### config.mk
export PLATFORM = sky130hd
export DESIGN_NAME = seven_seg_capture_decoder
export DESIGN_NICKNAME = d
export VERILOG_FILES = /design/src/rtl/seven_seg_capture_decoder.sv
export SDC_FILE = /design/constraint.sdc
export NUM_CORES = 1
export LEC_CHECK = 0
export BUFFER_PORTS_ARGS = -buffer_cell sky130_fd_sc_hd__buf_2
export CAP_MARGIN = 10
export CELL_PAD_IN_SITES_DETAIL_PLACEMENT = 0
export CELL_PAD_IN_SITES_GLOBAL_PLACEMENT = 1
export CORE_ASPECT_RATIO = 1.4
export CORE_UTILIZATION = 30
export CTS_CLUSTER_SIZE = 16
export DETAILED_ROUTE_END_ITERATION = 10
export PLACE_DENSITY = 0.57
export SYNTH_ARGS = -nofsm -noshare
export SYNTH_HDL_FRONTEND = slang
export SYNTH_SLANG_ARGS = --single-unit
### constraint.sdc
create_clock -name clk -period 2.7 [get_ports clk]
set_clock_uncertainty 0.2 [all_clocks]
set_input_delay 0.27 -clock clk [delete_from_list [all_inputs] [get_ports clk]]
set_output_delay 0.27 -clock clk [all_outputs]
set_load 0.05 [all_outputs]
### src/rtl/seven_seg_capture_decoder.sv
// seven_seg_capture_decoder
//   Watches a multiplexed active-low 7-segment bus, waits for each
//   {an_n, seg_n} pattern to settle for STABLE_CYCLES samples, then decodes the
//   glyph back to a hex nibble. Each capture updates a per-digit register file
//   (legal glyphs only) and is offered on a single-entry valid/ready stream.
//
// Ports
//   clk, rst_n     system clock, async active-low reset
//   seg_n          segment lines, active low, [0]=a .. [6]=g
//   an_n           digit enables, active low
//   out_ready      consumer accepts the stream word this cycle
//   clr_overflow   clears the sticky overflow flag
//   out_valid      stream word valid
//   out_digit      captured digit index
//   out_nibble     decoded value (0 for an illegal glyph)
//   out_err        captured pattern was not a legal hex glyph
//   digits         last legal value per digit, digit i at [4i+3:4i]
//   digit_valid    digit i has seen at least one legal capture
//   overflow       sticky: a capture was dropped while the stream was stalled
module seven_seg_capture_decoder #(
  parameter int NUM_DIGITS    = 4,
  parameter int STABLE_CYCLES = 8,
  localparam int IDX_W        = (NUM_DIGITS > 1) ? $clog2(NUM_DIGITS) : 1
) (
  input  logic                    clk,
  input  logic                    rst_n,
  input  logic [6:0]              seg_n,
  input  logic [NUM_DIGITS-1:0]   an_n,
  input  logic                    out_ready,
  input  logic                    clr_overflow,
  output logic                    out_valid,
  output logic [IDX_W-1:0]        out_digit,
  output logic [3:0]              out_nibble,
  output logic                    out_err,
  output logic [4*NUM_DIGITS-1:0] digits,
  output logic [NUM_DIGITS-1:0]   digit_valid,
  output logic                    overflow
);

  localparam int W     = NUM_DIGITS + 7;
  localparam int CNT_W = $clog2(STABLE_CYCLES + 1);
  localparam logic [CNT_W-1:0] CNT_MAX  = CNT_W'(STABLE_CYCLES);
  localparam logic [CNT_W-1:0] CNT_FIRE = CNT_W'(STABLE_CYCLES - 1);

  logic [W-1:0]     live;
  logic [W-1:0]     smp;
  logic [CNT_W-1:0] cnt;
  logic             fired;
  logic             same;
  logic             one_low;
  logic             multi_low;
  logic [IDX_W-1:0] idx;
  logic [3:0]       nib;
  logic             legal;
  logic             capture;
  logic             load;
  logic             drop;

  assign live = {an_n, seg_n};
  assign same = (live == smp);

  // Locate the single driven digit; multi_low flags more than one low anode.
  always_comb begin
    one_low   = 1'b0;
    multi_low = 1'b0;
    idx       = '0;
    for (int i = 0; i < NUM_DIGITS; i++) begin
      if (!an_n[i]) begin
        if (one_low) multi_low = 1'b1;
        one_low = 1'b1;
        idx     = IDX_W'(i);
      end
    end
  end

  always_comb begin
    nib   = 4'h0;
    legal = 1'b1;
    case (seg_n)
      7'h40: nib = 4'h0;
      7'h79: nib = 4'h1;
      7'h24: nib = 4'h2;
      7'h30: nib = 4'h3;
      7'h19: nib = 4'h4;
      7'h12: nib = 4'h5;
      7'h02: nib = 4'h6;
      7'h78: nib = 4'h7;
      7'h00: nib = 4'h8;
      7'h10: nib = 4'h9;
      7'h08: nib = 4'hA;
      7'h03: nib = 4'hB;
      7'h46: nib = 4'hC;
      7'h21: nib = 4'hD;
      7'h06: nib = 4'hE;
      7'h0E: nib = 4'hF;
      default: legal = 1'b0;
    endcase
  end

  // fired blocks a second capture within one stable period; cnt saturates.
  assign capture = same && (cnt == CNT_FIRE) && !fired && one_low && !multi_low;
  assign load    = capture && (!out_valid || out_ready);
  assign drop    = capture && out_valid && !out_ready;

  always_ff @(posedge clk or negedge rst_n) begin
    if (!rst_n) begin
      smp   <= '0;
      cnt   <= '0;
      fired <= 1'b0;
    end else begin
      smp <= live;
      if (!same) begin
        cnt   <= '0;
        fired <= 1'b0;
      end else begin
        if (cnt != CNT_MAX) cnt <= cnt + CNT_W'(1);
        if (capture) fired <= 1'b1;
      end
    end
  end

  always_ff @(posedge clk or negedge rst_n) begin
    if (!rst_n) begin
      out_valid  <= 1'b0;
      out_digit  <= '0;
      out_nibble <= 4'h0;
      out_err    <= 1'b0;
    end else if (load) begin
      out_valid  <= 1'b1;
      out_digit  <= idx;
      out_nibble <= legal ? nib : 4'h0;
      out_err    <= !legal;
    end else if (out_ready) begin
      out_valid  <= 1'b0;
    end
  end

  // A drop in the same cycle as a clear keeps the flag set.
  always_ff @(posedge clk or negedge rst_n) begin
    if (!rst_n) begin
      overflow <= 1'b0;
    end else if (drop) begin
      overflow <= 1'b1;
    end else if (clr_overflow) begin
      overflow <= 1'b0;
    end
  end

  // Register file updates even when the stream word is dropped.
  always_ff @(posedge clk or negedge rst_n) begin
    if (!rst_n) begin
      digits      <= '0;
      digit_valid <= '0;
    end else if (capture && legal) begin
      for (int i = 0; i < NUM_DIGITS; i++) begin
        if (idx == IDX_W'(i)) begin
          digits[4*i +: 4] <= nib;
          digit_valid[i]   <= 1'b1;
        end
      end
    end
  end

endmodule
==> flow_summary.json <==
{
  "fin_crit_ns": 2.52,
  "worstSetupStartpointType": "primary input",
  "yosysSeqAreaShare_pct": 50.4,
  "start_util_pct": 31.6,
  "reg2regPathDepth": 6,
  "crit_chain": "dlygate4sd3_1 > buf_2 > xnor2_1 > o211ai_1 > nand2_1 > a2111oi_4 > mux2_2",
  "io_buffers": 43,
  "rsz0062_at_grt": "no",
  "routed_via_density": 4.75,
  "design_area_um2": 2830,
  "ys_top_cells_by_area": "dfrtp_1 50%, mux2_2 11%, xor2_1 5.1%, a2111oi_4 3.7%, nand2_1 1.8%",
  "post_cts_buffers": 0,
  "max_clock_freq_mhz": 397,
  "synth_warnings": 0,
  "maxCapViolCount": 0,
  "reg2reg_to": "digits[2]$_DFFE_PN0P_",
  "layout-drive-gt1-share_pct": 40.2,
  "cp-end-kind": "register",
  "worstHoldPathType": "in2reg",
  "postSynthAreaPerCell_um2": 11.9,
  "syn2layout_area_growth_pct": 26.7,
  "via_count": 1645,
  "whs_ns": 0.00639,
  "antenna_left": 0,
  "whs_path_depth": 1,
  "finalHoldViolations": 0,
  "synth_common_cells": "45 x dfrtp_1, 21 x mux2_2, 13 x xor2_1, 11 x nand2_1",
  "finalCritPeriodShare_pct": 93.4,
  "die_width_um": 75.0,
  "grt-ovfl-total": 0,
  "fin_cells": 346,
  "status": "completed",
  "clock-sinks": 45,
  "clock-root-buffer": "clkbuf_8",
  "wl_mm": 4.67,
  "cts.clk_slew.worst_paths_ns": 0.09,
  "nNetsFinal": 267,
  "grt_pass1_vias": 1581,
  "cts_tree": "yes",
  "syn_nets": 205,
  "reg2reg_from": "cnt[1]$_DFFE_PN0P_",
  "die_area_um2": 7810,
  "hpwl_mm": 3.47,
  "clk_latency_ns": 0.29,
  "dp.cells": 332,
  "post_synth_inst_count": 188,
  "clock_path_buffers": 2,
  "synthFlopType": "dfrtp_1",
  "rows": 36,
  "grtUsageTotal_pct": 13.1,
  "syn_area_um2": 2240,
  "die_y_um": 104,
  "routabilityCongestion": 0.730,
  "synth_edf_count": 0,
  "cts_max_level": 2,
  "antenna_found_initial": 0,
  "crit_arrival_ns": 2.51,
  "drcViolationCount": 0,
  "cp_max_fo": 6,
  "synthArstFlopShare_pct": 100,
  "ff2ff_setup_slack_ns": 0.36,
  "tns_ns": 0,
  "cp_slowest_cell": "dlygate4sd3_1",
  "core_um2": 7070,
  "critical_path.max_stage_delay_ns": 0.53,
  "crit_type": "in2reg",
  "power_density_nw_per_um2": 464,
  "critPathRequiredTime_ns": 2.69,
  "synth_top_area_cell": "dfrtp_1",
  "worstMarginPinSlew_ns": 0.975,
  "holdPathEnd": "smp[10]$_DFF_PN0_",
  "dpl_cell_area_um2": 2650,
  "cts_made_buffers": 5,
  "ys_ff_latch": 45,
  "synth_top_area_share_pct": 50.4,
  "p_leak_nw": 1.36,
  "n_antenna_cell": 0,
  "slew_violations": 0,
  "ys_types": 45,
  "utilization_pct": 40.1,
  "first_pass_iters": 4,
  "yosysMostFrequentCell": "dfrtp_1",
  "slew-limit-headroom_pct": 35.0,
  "ir_drop_v": 0.000239,
  "initialDrtViolationCount": 34,
  "grt_max_degree": 46,
  "hold_start": "an_n[3]",
  "pin_count": 44,
  "setup_viol": 0,
  "avgRoutedWirePerCell_um": 13.5,
  "grt_pass1_wl_mm": 7.78
}
power by group:
group          switching, mW  leakage (nW)  internal [mW]
sequential           0.00350         0.598          0.682
clock                  0.231        0.0543          0.277
combinational         0.0725         0.712         0.0504
cells by family after synthesis:
| family | synth area share (%) |
|---|---|
| compound gates | 11.7 |
| xor+xnor | 5.88 |
| fa+ha+maj | 1.12 |
| buf+inv | 3.08 |
| flops | 50.4 |
| mux | 12.0 |
| simple gates | 15.9 |
sequential cells by signal, indices dropped and copies added, names as in the netlist:
register	count
cnt	4
digit_valid	4
digits	16
fired	1
out_digit	2
out_err	1
out_nibble	4
out_valid	1
overflow	1
smp	11
through the flow:
step           power (mW)  setup slack (ns)
2_1_floorplan       0.759             0.322
3_3_place_gp        0.816            0.0211
3_5_place_dp        0.816           0.00588
4_1_cts              1.33            0.0486
5_1_grt              1.37            0.0655
6_report             1.32             0.179
area by class of cell:
class / count / area, um2
sequential: 45 / 1130
inverter: 7 / 26.3
multi-input combinational: 127 / 1050
clock inverter: 3 / 46.3
clock buffer: 5 / 68.8
timing repair buffer: 64 / 400
fill: 722 / 4240
tap: 95 / 119
worst max path at each step:
stage	startpoint	end	slack, ns	depth (start not counted)
6_report	an_n[0]	digits[2]$_DFFE_PN0P_	0.18	7
4_1_cts	an_n[2]	digits[2]$_DFFE_PN0P_	0.05	8
3_5_place_dp	seg_n[0]	digits[12]$_DFFE_PN0P_	0.006	7
5_1_grt	an_n[0]	digits[0]$_DFFE_PN0P_	0.07	7
3_3_place_gp	seg_n[0]	digits[1]$_DFFE_PN0P_	0.02	6
2_1_floorplan	seg_n[0]	digits[0]$_DFFE_PN0P_	0.32	5
cells in the final DEF (no fill, tap or decap), types with 2 or more instances in the layout:
cell and n:
or2_2 5, dfrtp_1 45, nor3b_1 2, xor2_1 13
xnor2_1 2, and3b_1 2, nor4_1 3, a211oi_1 3
inv_1 7, a22oi_1 2, buf_4 14, nand4b_1 2
a21oi_1 5, a2111o_1 2, a2111oi_4 3, clkbuf_8 5
nor3_1 4, nand3_1 3, mux2i_1 2, o31ai_1 2
nand2_1 11, nor4b_1 3, buf_2 43, nor2_1 7
mux2_2 21, dlygate4sd3_1 6, o21ai_0 5, ha_1 2
or3b_2 2, nand2b_1 4
per-layer routing:
metal	GRT usage (%)	wire [um]	vias to the layer above
li1	-	-	803
met1	15.1	1980	809
met2	22.9	2480	28
met3	2.13	125	5
met4	5.39	82	0
met5	0	0	-
worst max-delay path, delay by kind of cell:
kind / cells / cell delay [ns]
compound gates: 2 / 0.76
xor+xnor: 1 / 0.12
buf+inv: 2 / 0.69
mux: 1 / 0.39
simple gates: 1 / 0.29
repair_timing:
action | 4_1_cts | 5_1_grt
resized for setup | 0 | 1
hold buffers | 6 | 0
endpoints found under the setup margin | 0 | 16
endpoints found under the hold margin | 50 | 0
Power figures use the tool's default switching activity.
